**src/rtl/riscv_pkg.sv**
```systemverilog
// Shared RV32I decode types and constants for the decode stage.
// Optional feature macro used by riscv_decode_stage: RISCV_DECODE_STATS_EN.
package riscv_pkg;

    localparam int addr_p       = 10;
    localparam int data_width_p = 32;
    localparam int byte_addr_p  = addr_p + 2;

    typedef enum logic [3:0] {
        NOP     = 4'd0,
        ADDI    = 4'd1,
        LUI     = 4'd2,
        SB      = 4'd3,
        LBU     = 4'd4,
        BEQ     = 4'd5,
        BNE     = 4'd6,
        JAL     = 4'd7,
        JALR    = 4'd8,
        UNKNOWN = 4'd9
    } t_risc_v_op;

    typedef enum logic {
        ALU_ADD = 1'b0,
        ALU_SUB = 1'b1
    } t_alu;

    localparam logic [6:0] OPC_OP_IMM = 7'b0010011;
    localparam logic [6:0] OPC_LUI    = 7'b0110111;
    localparam logic [6:0] OPC_STORE  = 7'b0100011;
    localparam logic [6:0] OPC_LOAD   = 7'b0000011;
    localparam logic [6:0] OPC_BRANCH = 7'b1100011;
    localparam logic [6:0] OPC_JAL    = 7'b1101111;
    localparam logic [6:0] OPC_JALR   = 7'b1100111;

    // Canonical NOP encoding (addi x0, x0, 0) is reported as NOP rather than ADDI
    localparam logic [data_width_p-1:0] NOP_WORD = data_width_p'(32'h0000_0013);

    typedef struct packed {
        t_risc_v_op                op;
        t_alu                      alu;
        logic [4:0]                rd;
        logic [4:0]                rs1;
        logic [4:0]                rs2;
        logic [data_width_p-1:0]   imm;
        logic [byte_addr_p-1:0]    pc;
    } t_decoded;

    localparam t_decoded DECODED_RESET = '{
        op:  NOP,
        alu: ALU_ADD,
        rd:  5'd0,
        rs1: 5'd0,
        rs2: 5'd0,
        imm: '0,
        pc:  '0
    };

endpackage

```
**src/rtl/riscv_imm_gen.sv**
```systemverilog
// Combinational immediate generator: picks the RV32I immediate format implied
// by the already-classified op and sign-extends it from instr[31].
module riscv_imm_gen
    import riscv_pkg::*;
(
    input  logic [data_width_p-1:0] instr_i,
    input  t_risc_v_op              op_i,
    output logic [data_width_p-1:0] imm_o
);

    logic [11:0] w_imm_i;
    logic [11:0] w_imm_s;
    logic [12:0] w_imm_b;
    logic [31:0] w_imm_u;
    logic [20:0] w_imm_j;
    logic        w_unused;

    assign w_imm_i = instr_i[31:20];
    assign w_imm_s = {instr_i[31:25], instr_i[11:7]};
    assign w_imm_b = {instr_i[31], instr_i[7], instr_i[30:25], instr_i[11:8], 1'b0};
    assign w_imm_u = {instr_i[31:12], 12'h000};
    assign w_imm_j = {instr_i[31], instr_i[19:12], instr_i[20], instr_i[30:21], 1'b0};

    // Opcode bits never contribute to an immediate
    assign w_unused = ^instr_i[6:0];

    // Format select; ops without an immediate (NOP, UNKNOWN) yield zero
    always_comb begin
        imm_o = '0;
        case (op_i)
            ADDI, LBU, JALR: imm_o = data_width_p'($signed(w_imm_i));
            SB:              imm_o = data_width_p'($signed(w_imm_s));
            BEQ, BNE:        imm_o = data_width_p'($signed(w_imm_b));
            LUI:             imm_o = data_width_p'($signed(w_imm_u));
            JAL:             imm_o = data_width_p'($signed(w_imm_j));
            default:         imm_o = '0;
        endcase
    end

endmodule

```
**src/rtl/riscv_decode_stage.sv**
```systemverilog
// RV32I decode stage: classifies a fetched word, extracts register fields and
// immediate, and presents the result through a registered 2-entry skid buffer.
// Optional: define RISCV_DECODE_STATS_EN to enable the saturating UNKNOWN counter.
module riscv_decode_stage
    import riscv_pkg::*;
(
    input  logic                    clk,
    input  logic                    rst,
    input  logic                    flush_i,
    input  logic                    in_valid_i,
    output logic                    in_ready_o,
    input  logic [data_width_p-1:0] instr_i,
    input  logic [byte_addr_p-1:0]  pc_i,
    output logic                    out_valid_o,
    input  logic                    out_ready_i,
    output t_risc_v_op              op_o,
    output t_alu                    alu_o,
    output logic [4:0]              rd_o,
    output logic [4:0]              rs1_o,
    output logic [4:0]              rs2_o,
    output logic [data_width_p-1:0] imm_o,
    output logic [byte_addr_p-1:0]  pc_o,
    output logic [15:0]             unknown_cnt_o
);

    logic [6:0]              w_opcode;
    logic [2:0]              w_funct3;
    t_risc_v_op              w_op;
    logic                    w_use_rd;
    logic                    w_use_rs1;
    logic                    w_use_rs2;
    logic [data_width_p-1:0] w_imm;
    t_decoded                w_dec;

    t_decoded                r_main;
    logic                    r_main_valid;
    t_decoded                r_skid;
    logic                    r_skid_valid;
    logic                    r_in_ready;

    t_decoded                w_main_next;
    logic                    w_main_valid_next;
    t_decoded                w_skid_next;
    logic                    w_skid_valid_next;
    logic                    w_accept;
    logic                    w_drain;

    assign w_opcode = instr_i[6:0];
    assign w_funct3 = instr_i[14:12];

    // Classify the word and record which register fields the op really uses
    always_comb begin
        w_op      = UNKNOWN;
        w_use_rd  = 1'b0;
        w_use_rs1 = 1'b0;
        w_use_rs2 = 1'b0;
        if (instr_i == NOP_WORD) begin
            w_op = NOP;
        end else begin
            case (w_opcode)
                OPC_OP_IMM: begin
                    if (w_funct3 == 3'b000) begin
                        w_op      = ADDI;
                        w_use_rd  = 1'b1;
                        w_use_rs1 = 1'b1;
                    end
                end
                OPC_LUI: begin
                    w_op     = LUI;
                    w_use_rd = 1'b1;
                end
                OPC_STORE: begin
                    if (w_funct3 == 3'b000) begin
                        w_op      = SB;
                        w_use_rs1 = 1'b1;
                        w_use_rs2 = 1'b1;
                    end
                end
                OPC_LOAD: begin
                    if (w_funct3 == 3'b100) begin
                        w_op      = LBU;
                        w_use_rd  = 1'b1;
                        w_use_rs1 = 1'b1;
                    end
                end
                OPC_BRANCH: begin
                    if (w_funct3 == 3'b000) begin
                        w_op      = BEQ;
                        w_use_rs1 = 1'b1;
                        w_use_rs2 = 1'b1;
                    end else if (w_funct3 == 3'b001) begin
                        w_op      = BNE;
                        w_use_rs1 = 1'b1;
                        w_use_rs2 = 1'b1;
                    end
                end
                OPC_JAL: begin
                    w_op     = JAL;
                    w_use_rd = 1'b1;
                end
                OPC_JALR: begin
                    if (w_funct3 == 3'b000) begin
                        w_op      = JALR;
                        w_use_rd  = 1'b1;
                        w_use_rs1 = 1'b1;
                    end
                end
                default: w_op = UNKNOWN;
            endcase
        end
    end

    riscv_imm_gen u_imm_gen (
        .instr_i (instr_i),
        .op_i    (w_op),
        .imm_o   (w_imm)
    );

    // Assemble the decoded entry; unused register fields are forced to zero
    always_comb begin
        w_dec     = DECODED_RESET;
        w_dec.op  = w_op;
        w_dec.alu = ((w_op == BEQ) || (w_op == BNE)) ? ALU_SUB : ALU_ADD;
        w_dec.rd  = w_use_rd  ? instr_i[11:7]  : 5'd0;
        w_dec.rs1 = w_use_rs1 ? instr_i[19:15] : 5'd0;
        w_dec.rs2 = w_use_rs2 ? instr_i[24:20] : 5'd0;
        w_dec.imm = w_imm;
        w_dec.pc  = pc_i;
    end

    // Flush drops the same-cycle input, so it never counts as an accept
    assign w_accept = in_valid_i && r_in_ready && !flush_i;
    assign w_drain  = r_main_valid && out_ready_i;

    // Skid buffer next state: skid only fills while main is stalled, and
    // refills main on the edge that drains it so FIFO order is kept
    always_comb begin
        w_main_next       = r_main;
        w_main_valid_next = r_main_valid;
        w_skid_next       = r_skid;
        w_skid_valid_next = r_skid_valid;
        if (flush_i) begin
            w_main_valid_next = 1'b0;
            w_skid_valid_next = 1'b0;
        end else if (w_drain) begin
            if (r_skid_valid) begin
                w_main_next       = r_skid;
                w_main_valid_next = 1'b1;
                w_skid_valid_next = 1'b0;
            end else if (w_accept) begin
                w_main_next       = w_dec;
                w_main_valid_next = 1'b1;
            end else begin
                w_main_valid_next = 1'b0;
            end
        end else if (w_accept) begin
            if (r_main_valid) begin
                w_skid_next       = w_dec;
                w_skid_valid_next = 1'b1;
            end else begin
                w_main_next       = w_dec;
                w_main_valid_next = 1'b1;
            end
        end
    end

    // Buffer state and registered ready; ready stays low through reset
    always_ff @(posedge clk or posedge rst) begin
        if (rst) begin
            r_main       <= DECODED_RESET;
            r_main_valid <= 1'b0;
            r_skid       <= DECODED_RESET;
            r_skid_valid <= 1'b0;
            r_in_ready   <= 1'b0;
        end else begin
            r_main       <= w_main_next;
            r_main_valid <= w_main_valid_next;
            r_skid       <= w_skid_next;
            r_skid_valid <= w_skid_valid_next;
            r_in_ready   <= !w_skid_valid_next;
        end
    end

    assign in_ready_o  = r_in_ready;
    assign out_valid_o = r_main_valid;
    assign op_o        = r_main.op;
    assign alu_o       = r_main.alu;
    assign rd_o        = r_main.rd;
    assign rs1_o       = r_main.rs1;
    assign rs2_o       = r_main.rs2;
    assign imm_o       = r_main.imm;
    assign pc_o        = r_main.pc;

`ifdef RISCV_DECODE_STATS_EN
    logic [15:0] r_unknown_cnt;

    // Saturating count of accepted UNKNOWN words; flush does not clear it
    always_ff @(posedge clk or posedge rst) begin
        if (rst) begin
            r_unknown_cnt <= 16'd0;
        end else if (w_accept && (w_op == UNKNOWN) && (r_unknown_cnt != 16'hFFFF)) begin
            r_unknown_cnt <= r_unknown_cnt + 16'd1;
        end
    end

    assign unknown_cnt_o = r_unknown_cnt;
`else
    assign unknown_cnt_o = 16'd0;
`endif

endmodule

```
**config.mk**
```make
export PLATFORM = sky130hd
export DESIGN_NAME = riscv_decode_stage
export DESIGN_NICKNAME = d
export VERILOG_FILES = /design/src/rtl/riscv_pkg.sv /design/src/rtl/riscv_imm_gen.sv /design/src/rtl/riscv_decode_stage.sv
export SDC_FILE = /design/constraint.sdc
export NUM_CORES = 1
export LEC_CHECK = 0
export ABC_AREA = 1
export CAP_MARGIN = 20
export CORE_MARGIN = 5
export CORE_UTILIZATION = 56
export DETAILED_ROUTE_END_ITERATION = 8
export MAX_ROUTING_LAYER = met4
export PLACE_DENSITY = 0.86
export SLEW_MARGIN = 25
export SYNTH_ARGS = -nofsm -noshare
export SYNTH_HDL_FRONTEND = slang
export SYNTH_SLANG_ARGS = --single-unit
export TNS_END_PERCENT = 100
```
**constraint.sdc**
```tcl
create_clock -name clk -period 10.2 [get_ports clk]
set_input_delay 1.53 -clock clk [delete_from_list [all_inputs] [get_ports clk]]
set_output_delay 1.53 -clock clk [all_outputs]
set_load 0.05 [all_outputs]
```
Yosys cells after proc, flatten, opt, wreduce, memory -nomap -nowiden
Cells that the tools add are included.

Input port bits: 49. Logic and storage cells: 92. Output and inout port bits: 82. Register bits after elaboration: 131.

Reduce and logical (&&, ||, !) cells: 17. Bitwise gates (word level): 2. Equal/unequal tests: 19. Multiplexer cells: 37.

Operator list (number): 64-bit two-way mux (5); 32-bit one-hot mux with 5 select lines (1); 32-bit by 5-bit == test with 1-bit output (second input constant) (1); 4-bit one-hot mux with 7 select lines (1); 4-bit two-way mux (6); 7-bit == test (second input constant) (3); 1-bit two-way mux (18); 4-bit by 3-bit == test with 1-bit output (second input constant) (4); 5-bit two-way mux (3); 7-bit by 6-bit == test with 1-bit output (second input constant) (2); 4-bit by 2-bit == test with 1-bit output (second input constant) (2); 4-bit AND reduction (2); 7-bit by 2-bit == test with 1-bit output (second input constant) (1); 7-bit by 5-bit == test with 1-bit output (second input constant) (1); 1-bit one-hot mux with 3 select lines (2); 2-bit OR reduction (3); 3-bit OR reduction (2); 4-bit by 1-bit == test with 1-bit output (second input constant) (1); 4-bit == test (second input constant) (1); 2-bit nonzero test (2); 3-bit by 1-bit == test with 1-bit output (second input constant) (1); 3-bit == test (second input constant) (1); 1-bit logical AND (3); 3-bit logical NOT (1); other kinds (6) (8).

Longest topological paths before layout
Gate-level depths: netlist of the first run.

Depth in word-level cells: 11. Gate-level depth with buffers: 16. Depth with buffers taken out: 16.

Cells and area by module
From an unflattened synthesis of the first run, not the netlist that was laid out.

Cells, all modules: 905. Area, all modules: 6706.4 µm².

By module, submodules not included: riscv_decode_stage (area an instance 6082.1 µm², cells each 781, sequential area each 3278.1 µm², times used 1); riscv_imm_gen (area an instance 624.3 µm², cells each 124, sequential area each 0.0 µm², times used 1).

Least setup slack after synthesis of the first run
Ideal clock, no wire load.

Kind: input port to flip-flop. Start point: in instr_i[3]. End point: reg r_main, in the netlist imm_o[28]. Slack: 7.361 ns. Setup time: 0.120 ns. Path buffers: 1. Required time: 10.080 ns. Data arrival time: 2.719 ns. Cell stages on the path: 11. Path through: inv_1 -> nand2_1 -> nor2_4 -> nand4_1 -> nor3_2 -> nand3_2 -> nand3_4 -> buf_6 -> nand3_2 -> o21ai_1 -> nand2_1.

Cells in the longest elaborated chain, start to end: 9. Elaborated cells on any way between the ends: 26. Classes of those cells: eq/ne (16); mux (8); reduce/logical (2).

Ends and longest elaborated chain: start, declared (line riscv_decode_stage.sv:12) `input logic [data_width_p-1:0] instr_i,`; 7-bit == test, or another cell as far along (line riscv_decode_stage.sv:60) `case (w_opcode)`; 4-bit one-hot mux with 7 select lines (line riscv_decode_stage.sv:60); 4-bit two-way mux * (line riscv_decode_stage.sv:57) `if (instr_i == NOP_WORD) begin`; 4-bit by 1-bit == test with 1-bit output, or another cell as far along (line riscv_imm_gen.sv:30) `case (op_i)`; 3-bit OR reduction or 2-bit OR reduction (tied branches) (line riscv_imm_gen.sv:30); 32-bit one-hot mux with 5 select lines * (line riscv_imm_gen.sv:30); 64-bit two-way mux, on equally long branches (line riscv_decode_stage.sv:157, riscv_decode_stage.sv:150); 64-bit two-way mux, on equally long branches (line riscv_decode_stage.sv:156, riscv_decode_stage.sv:146); 64-bit two-way mux * (line riscv_decode_stage.sv:145) `end else if (w_drain) begin`; end signal, assigned (line riscv_decode_stage.sv:176) `r_main <= w_main_next;`; end, declared (line riscv_decode_stage.sv:35) `t_decoded r_main;`.

Mark *: on every way between the ends. The rest lies on a longest branch, timed or not. The select of a mux whose other input is x is not followed. A chain may end at the register's enable or synchronous reset.

Worst setup path after layout of the first run
Start point: in out_ready_i. End point: reg r_main, in the netlist imm_o[24].

Cells in the longest elaborated chain, start to end: 3. Elaborated cells on any way between the ends: 5. Classes of those cells: eq/ne (1); mux (1); reduce/logical (3).

Ends and longest elaborated chain: start, declared (line riscv_decode_stage.sv:15) `input logic out_ready_i,`; 1-bit logical AND * (line riscv_decode_stage.sv:133) `assign w_drain = r_main_valid && out_ready_i;`; 2-bit by 1-bit inequality test with 1-bit output (no source line) or 2-bit nonzero test (tied branches); 4-bit AND reduction (no source line).

Mark *: on every way between the ends. The rest lies on a longest branch, timed or not.

==> results of run 1 <==
## critical path: stages
cell	delay, ns
clkdlybuf4s50_1	0.54
nand2_1	0.14
nor2_4	0.10
buf_4	0.65
inv_2	0.53
a21oi_2	0.23
buf_4	0.38
inv_2	0.13
buf_4	0.41
a21oi_1	0.24
o21ai_0	0.12
nand2_1	0.10
## cells in the mapped netlist, types with 10 or more instances
library cell    n
o21ai_0        66
nand2_1       259
nor2_1         74
clkbuf_1       30
o211ai_1       10
o21ai_1        24
a21oi_1        50
nand3_1        24
inv_1          72
dfrtp_1       131
a31oi_1        19
buf_4          16
## metrics by stage
step / hold slack, ns / cells / setup slack, ns / area (um^2)
4_1_cts: 0.473 / 1095 / 5.44 / 8300
2_1_floorplan: 0.442 / 859 / 5.17 / 6640
3_3_place_gp: 0.453 / 1063 / 5.09 / 7710
5_1_grt: 0.496 / 1095 / 5.06 / 8310
3_5_place_dp: 0.459 / 1063 / 5.03 / 7710
6_report: 0.471 / 1095 / 5.36 / 8310
## sequential cells by signal, indices dropped and copies added, names as in the netlist
signal	count
r_skid	64
imm_o	32
pc_o	12
rd_o	5
rs1_o	5
rs2_o	5
op_o	4
alu_o	1
in_ready_o	1
out_valid_o	1
r_skid_valid	1
## per-layer routing
metal  up-vias  track usage (%)
li1       2872                -
met1      2864             33.4
met2       309             41.1
met3        57             3.63
met4         0             12.0
met5         -                -
## placed cells by master (no fill, tap or decap), drive strengths merged
master         instances
conb                  16
clkinvlp               4
dfrtp                131
o22ai                  1
o21ai                 96
a21oi                 52
clkdlybuf4s50        114
buf                    5
nor3                   2
nor2                  81
nand2                269
nand4                  9
inv                   79
bufinv                 3
a31oi                 19
clkbuf                18
clkinv                 6
nand3                 35
o21a                   1
nand3b                 1
o211ai                10
## area by class of cell
type | instances | area, um^2 | area share, %
clock buffers | 18 | 429 | 5.17
clock inverters | 14 | 163 | 1.96
inverters | 78 | 300 | 3.62
multi-input cells | 592 | 2780 | 33.4
flip-flops and latches | 131 | 3280 | 39.5
well taps | 143 | 179 | 2.15
repair buffers | 119 | 1180 | 14.2
## path summary, 6_finish.rpt
path / start / end / slack [ns] / depth (start not counted)
hold / removal: r_skid[9] / r_skid[9] / 0.47 / 2
hold reg to reg: r_skid[9] / r_skid[9] / 0.47 / 2
min in group asynchronous: rst / in_ready_o / 1.55 / 2
setup / recovery: out_ready_i / imm_o[24] / 5.36 / 12
max in group asynchronous: rst / imm_o[14] / 7.51 / 3
setup reg to reg: out_valid_o / imm_o[24] / 6.67 / 11
## cells by family after synthesis
group           count (synthesis)
simple gates                  397
compound gates                179
other cells                     1
buf+inv                       136
flops                         131
## power groups by stage
stage / sequential [W] / combinational, W / clock (W)
6_report: 0.000622 / 0.000284 / 0.000614
3_5_place_dp: 0.000628 / 0.000281 / 0
3_3_place_gp: 0.000626 / 0.000275 / 0
5_1_grt: 0.000628 / 0.000308 / 0.000645
4_1_cts: 0.000621 / 0.000285 / 0.000616
2_1_floorplan: 0.000694 / 0.000120 / 0
==> flow_metrics.py, run 1 <==
metrics = {
    "clock_network": {
        "cts_max_level": 4,
        "cts_tree": "yes",
        "cts_buffer_depth": 2,
        "clock_tree.root_cell": "clkbuf_16",
        "cts_buffers": 17,
        "hold_buffers": 0,
        "post-cts-setup-buffers": 0,
        "clock_sinks": 131,
        "clock_latency_ns": 0.42,
        "cts_resized": 0,
        "clkTransAtPathRegs_ns": 0.06,
    },
    "route": {
        "totalWireLength_um": 17400,
        "wl_per_cell_um": 15.9,
        "via_per_inst": 5.57,
        "drt_iter0_markers": 781,
        "m1WireLength_um": 7210,
        "drc": 0,
        "antenna_left": 0,
        "dr_total_vias": 6102,
        "first_pass_iters": 5,
        "wl_met2_um": 8260,
        "top_layer": "met4",
        "route.met3.wl_um": 1260,
    },
    "logic_synthesis": {
        "synth_warnings": 0,
        "synth_area_leaders": "dfrtp_1, nand2_1, o21ai_0, nor2_1, inv_1",
        "synth_xor_area_share_pct": 0,
        "synth-async-reset-ratio_pct": 100,
        "synth-edff-count": 0,
        "synth-seq-cells": 131,
        "synth_compound_area_share_pct": 14.9,
        "synthAdderAreaFrac_pct": 0,
        "synthMuxAreaShare_pct": 0,
        "synth_top_family_by_area": "simple AND/OR/NAND/NOR gates",
        "synth-main-ff-cell": "dfrtp_1",
        "synth-simple-area-share_pct": 26.2,
        "seq_area_frac_synth_pct": 49.8,
        "syn_area_per_cell_um2": 7.80,
        "syn_area_um2": 6590,
        "yosysTopAreaCellShare_pct": 49.8,
        "syn_inst": 844,
        "netlist.top_cell.by_area": "dfrtp_1",
        "yosysUniqueCellTypes": 32,
    },
    "sta": {
        "fin_skew_ns": 0.00961,
        "rsz0062_at_grt": "false",
        "slew_headroom_pct": 35.2,
        "finalSetupTns_ns": 0,
        "finalSetupViolCount": 0,
        "worst_pin_slew_ns": 0.970,
        "post-route-min-period_ns": 4.84,
        "clock.fmax_mhz": 207,
        "period_share_pct": 47.4,
        "hold_viol": 0,
        "drv_slew": 0,
    },
    "worst_setup_path": {
        "setup.worst_path.start_class": "input port",
        "worst-path-max-fanout": 89,
        "cp.required_ns": 10.55,
        "worstPathArrival_ns": 5.19,
        "crit_type": "input port to flop",
        "cp-end-kind": "flop",
    },
    "power_and_ir_drop": {
        "pwr-share-comb_pct": 18.7,
        "switching_share_pct": 30.1,
        "p_leak_nw": 4.14,
        "clockPowerShare_pct": 40.4,
        "power.switching_w": 0.000458,
        "power_density_nw_per_um2": 183,
        "ir_worst_vdd_mv": 0.107,
        "total_power_w": 0.00152,
        "power.internal_w": 0.00106,
        "power_frac_seq_pct": 40.9,
    },
    "die": {
        "io_pins": 131,
        "die-area_um2": 14000,
        "die_y_um": 118,
        "start_util_pct": 57.4,
        "core-area_um2": 11500,
        "rows": 39,
        "die_w_um": 118,
    },
    "global_route": {
        "grt_remaining_overflow": 0,
        "grt_pass1_vias": 6058,
        "grt_antenna_before_repair": 0,
        "gr-usage-all-layers_pct": 26.0,
        "grt_pass1_wl_um": 29200,
        "grt_max_degree": 99,
    },
    "layout": {
        "antenna_cells": 0,
        "fill_cells": 841,
        "fin_nets": 988,
        "area_growth_pct": 26.1,
        "postLayoutCoreUtil_pct": 72.4,
        "drive_gt1_share_pct": 8.61,
    },
    "job": {
        "cap_violations": 0,
    },
    "outcome": {
        "status": "completed",
    },
    "placement": {
        "post-dp-hpwl_um": 11300,
        "io_buffers": 114,
        "place_congestion": 0.922,
    },
    "min_path": {
        "min_path_type": "flop to flop",
    },
}
Note: power is estimated with default switching activity, not from simulation.
==> inputs of run 2 (changes only) <==
Settings changed: CORE_UTILIZATION 56 to 47, PLACE_DENSITY 0.86 to 0.77.
Clock period 10.2 ns to 4.4 ns, I/O delays scaled along.
==> flow_metrics.py, run 2 (synthesis gave the netlist of run 1 again) <==
metrics = {
    "layout": {
        "largest_reg_flops": 64,
        "fill_cells": 1248,
        "drive_gt1_share_pct": 8.09,
        "seq_area_um2": 3280,
        "multi_input_area_um2": 2780,
        "postLayoutCoreUtil_pct": 60.1,
        "final_common_cell": "nand2_1",
        "final_cell_mix": "nand2_1, dfrtp_1, clkdlybuf4s50_1",
        "antenna_cells": 0,
        "area_growth_pct": 26.2,
        "largest_register": "r_skid",
        "fin_nets": 989,
        "layoutNonFillerInstCount": 1132,
    },
    "route": {
        "via_per_inst": 5.22,
        "wl_per_cell_um": 15.1,
        "drt_iter0_markers": 595,
        "dr_total_vias": 5910,
        "first_pass_iters": 5,
        "drc": 0,
        "totalWireLength_um": 17100,
        "antenna_left": 0,
    },
    "min_path": {
        "hold_end": "r_skid[9]",
        "hp-start": "r_skid[9]",
        "min_path_cells": 2,
        "min_path_type": "flop to flop",
    },
    "outcome": {
        "status": "completed",
    },
    "sta": {
        "slew_headroom_pct": 35.7,
        "clock.fmax_mhz": 351,
        "period_share_pct": 64.8,
        "finalSetupViolCount": 0,
        "finalSetupTns_ns": 0,
        "rsz0062_at_grt": "false",
        "drv_slew": 0,
        "hold_viol": 0,
        "post-route-min-period_ns": 2.85,
        "fin_skew_ns": 0.00861,
        "worst_pin_slew_ns": 0.964,
    },
    "die": {
        "die-area_um2": 16500,
        "die_y_um": 128,
        "rows": 43,
        "start_util_pct": 47.6,
        "die_w_um": 128,
        "core-area_um2": 13800,
        "io_pins": 131,
    },
    "worst_setup_path": {
        "worst-path-max-fanout": 62,
        "worstPathArrival_ns": 3.21,
        "slowest_stage": "clkinv_2",
        "setup.worst_path.start_class": "input port",
        "cp-end-kind": "flop",
        "timing.rr.start": "out_valid_o",
        "reg2reg_to": "imm_o[21]",
        "worstPathCellList": "clkdlybuf4s50_1 -> nand2_1 -> nor2_4 -> inv_2 -> a21oi_2 -> clkinv_2 -> buf_4 -> a21oi_1 -> o21ai_0 -> nand2_1",
        "cp.required_ns": 4.76,
        "max_stage_delay_ns": 0.67,
        "ff2ff_setup_slack_ns": 1.99,
        "crit_type": "input port to flop",
        "crit_top_cell": "nand2_1",
        "reg2reg_depth": 9,
    },
    "clock_network": {
        "hold_buffers": 0,
        "clkTransAtPathRegs_ns": 0.05,
        "cts_resized": 0,
        "clock_tree.root_cell": "clkbuf_16",
        "clock_latency_ns": 0.43,
        "clock_sinks": 131,
        "cts_tree": "yes",
        "post-cts-setup-buffers": 0,
        "cts_max_level": 4,
        "cts_buffers": 17,
        "cts_buffer_depth": 2,
    },
    "placement": {
        "post-dp-hpwl_um": 11600,
        "place_congestion": 0.874,
        "dp.cells": 1101,
        "io_buffers": 114,
    },
    "global_route": {
        "grt_remaining_overflow": 0,
        "grt_antenna_before_repair": 0,
        "grt_pass1_vias": 5648,
        "gr-usage-all-layers_pct": 22.1,
        "grt_pass1_wl_um": 28100,
        "grt_max_degree": 99,
    },
    "power_and_ir_drop": {
        "power_density_nw_per_um2": 407,
        "p_leak_nw": 4.13,
        "ir_worst_vdd_mv": 0.304,
    },
    "job": {
        "cap_violations": 0,
    },
}
## run 2: per-layer routing
layer  GRT usage, %  vias to the layer above  wire length [um]
met5              -                        -                 0
met4           6.43                        0               363
met3           4.36                       41              1030
met2           34.2                      197              8160
met1           29.6                     2799              7590
li1               -                     2873                 -
## run 2: cell type report
| class | count | share of cell area, % |
|---|---|---|
| clock buffers | 25 | 5.72 |
| clock inverters | 6 | 0.663 |
| inverters | 78 | 3.63 |
| multi-input cells | 592 | 33.4 |
| flip-flops and latches | 131 | 39.5 |
| well taps | 180 | 2.71 |
| repair buffers | 120 | 14.4 |
## run 2: stage by stage
step / power (W) / hold slack [ns] / setup WS, ns / area (um^2)
finish: 0.00338 / 0.470 / 1.55 / 8310
global route: 0.00353 / 0.497 / 1.30 / 8310
CTS: 0.00340 / 0.472 / 1.76 / 8310
detailed placement: 0.00211 / 0.459 / 1.34 / 7780
global placement: 0.00209 / 0.454 / 1.40 / 7780
floorplan: 0.00189 / 0.442 / 0.242 / 6640
## run 2: critical path, delay by kind of cell
kind	cells	cell delay [ns]
buf+inv	4	1.78
compound gates	3	0.41
simple gates	3	0.34
## run 2: worst max path at each step
| stage | startpoint | endpoint | slack, ns |
|---|---|---|---|
| finish | out_ready_i | imm_o[21] | 1.55 |
| global route | out_ready_i | imm_o[24] | 1.30 |
| CTS | out_ready_i | imm_o[26] | 1.76 |
| detailed placement | out_ready_i | imm_o[16] | 1.34 |
| global placement | out_ready_i | imm_o[22] | 1.40 |
| floorplan | rst | alu_o | 0.24 |
## run 2: power by group
part	switching, W	internal, W	total, W
clock network	0.000494	0.000797	0.00129
logic	0.000439	0.000216	0.000655
registers	0.0000720	0.00136	0.00144
total	0.00101	0.00238	0.00338
==> inputs of run 3 (changes only) <==
Clock period 4.4 ns to 2.4 ns, I/O delays scaled along.
==> flow_metrics.py, run 3 (synthesis gave the netlist of run 1 again) <==
metrics = {
    "die": {
        "rows": 43,
        "start_util_pct": 47.6,
        "die_w_um": 128,
        "core-area_um2": 13800,
        "die-area_um2": 16500,
        "die_y_um": 128,
        "io_pins": 131,
    },
    "global_route": {
        "grt_remaining_overflow": 0,
        "grt_pass1_vias": 5793,
        "grt_antenna_before_repair": 0,
        "grt_pass1_wl_um": 29000,
        "gr-usage-all-layers_pct": 22.7,
        "grt_max_degree": 132,
    },
    "power_and_ir_drop": {
        "p_leak_nw": 4.31,
        "power_density_nw_per_um2": 777,
        "ir_worst_vdd_mv": 0.495,
    },
    "placement": {
        "place_congestion": 0.872,
        "dp.cells": 1128,
        "io_buffers": 114,
        "post-dp-hpwl_um": 12100,
    },
    "worst_setup_path": {
        "cp.required_ns": 2.69,
        "cp-end-kind": "flop",
        "crit_type": "input port to flop",
        "worstPathArrival_ns": 2.40,
        "setup.worst_path.start_class": "input port",
        "worst-path-max-fanout": 19,
    },
    "sta": {
        "rsz0062_at_grt": "false",
        "fin_skew_ns": 0.00581,
        "hold_viol": 0,
        "slew_headroom_pct": 53.1,
        "drv_slew": 0,
        "finalSetupTns_ns": 0,
        "finalSetupViolCount": 0,
        "worst_pin_slew_ns": 0.704,
        "period_share_pct": 87.9,
        "post-route-min-period_ns": 2.11,
        "clock.fmax_mhz": 474,
    },
    "route": {
        "first_pass_iters": 5,
        "via_per_inst": 5.23,
        "antenna_left": 0,
        "drc": 0,
        "totalWireLength_um": 17800,
        "wl_per_cell_um": 15.4,
        "drt_iter0_markers": 597,
        "dr_total_vias": 6067,
    },
    "layout": {
        "antenna_cells": 0,
        "multi_input_area_um2": 2780,
        "fill_cells": 1171,
        "largest_reg_flops": 64,
        "drive_gt1_share_pct": 11.3,
        "largest_register": "r_skid",
        "final_common_cell": "nand2_1",
        "seq_area_um2": 3280,
        "final_cell_mix": "nand2_1, dfrtp_1, clkdlybuf4s50_1",
        "fin_nets": 1016,
        "layoutNonFillerInstCount": 1160,
        "area_growth_pct": 31.9,
    },
    "clock_network": {
        "cts_buffer_depth": 2,
        "cts_tree": "yes",
        "clock_latency_ns": 0.41,
        "cts_resized": 0,
        "post-cts-setup-buffers": 0,
        "cts_max_level": 4,
        "clock_tree.root_cell": "clkbuf_16",
        "clkTransAtPathRegs_ns": 0.06,
        "clock_sinks": 131,
        "hold_buffers": 0,
        "cts_buffers": 17,
    },
    "job": {
        "cap_violations": 0,
    },
    "outcome": {
        "status": "completed",
    },
    "min_path": {
        "min_path_type": "flop to flop",
    },
}
## run 3: cell count changes in the layout (fill, tap and decap cells not counted), sizes merged
cell / previous run / this run
clkinvlp: 0 / 4
clkbuf: 25 / 17
bufinv: 1 / 5
buf: 6 / 33
clkinv: 6 / 4
inv: 77 / 80
## run 3: worst paths after layout
path                                  start  slack (ns)  cells after the start         end
max in group asynchronous               rst        1.39                      3  r_skid[15]
worst max-delay path             instr_i[2]        0.29                     11   imm_o[19]
min in group asynchronous               rst        0.48                      3     pc_o[6]
worst min register to register    r_skid[9]        0.47                      2   r_skid[9]
worst max register to register  out_valid_o        0.67                      8    pc_o[11]
worst min-delay path              r_skid[9]        0.47                      2   r_skid[9]
## run 3: layer usage
metal  vias to the layer above  track usage (%)  routed length, um
li1                       2927                -                  -
met1                      2919             29.6               7680
met2                       189             36.4               8750
met3                        32             4.07                973
met4                         0             7.18                439
met5                         -                -                  0
## run 3: cell type report
cell class                 count  area share (%)
sequential                   131            37.7
clock buffer                  17            4.90
tap                          180            2.59
inverter                      78            3.47
timing repair buffer         147            16.7
clock inverter                15            2.64
multi-input combinational    592            32.0
## run 3: critical path, stage by stage
cell and delay [ns]:
clkdlybuf4s50_1 0.47, inv_1 0.08, nand2_1 0.08, nor2_4 0.18
nand4_1 0.14, nor3_2 0.14, nand3_2 0.14, nand3_4 0.27
o21ai_0 0.21, o21ai_0 0.22, nand2_1 0.09
## run 3: power by group
group | switching [W] | internal, W
Sequential | 0.000137 | 0.00250
Clock | 0.00102 | 0.00185
Combinational | 0.000818 | 0.000421
Total | 0.00198 | 0.00477
## run 3: metrics by stage
step	setup slack (ns)	power, W	utilization [%]	cell area [um^2]	hold WS (ns)
floorplan	0.417	0.00346	-	6650	0.442
global placement	0.00582	0.00387	58.1	8030	0.455
detailed placement	-0.0398	0.00390	58.1	8030	0.459
CTS	0.295	0.00678	62.8	8690	0.475
global route	0.0596	0.00701	62.8	8690	0.482
finish	0.292	0.00675	62.8	8690	0.471
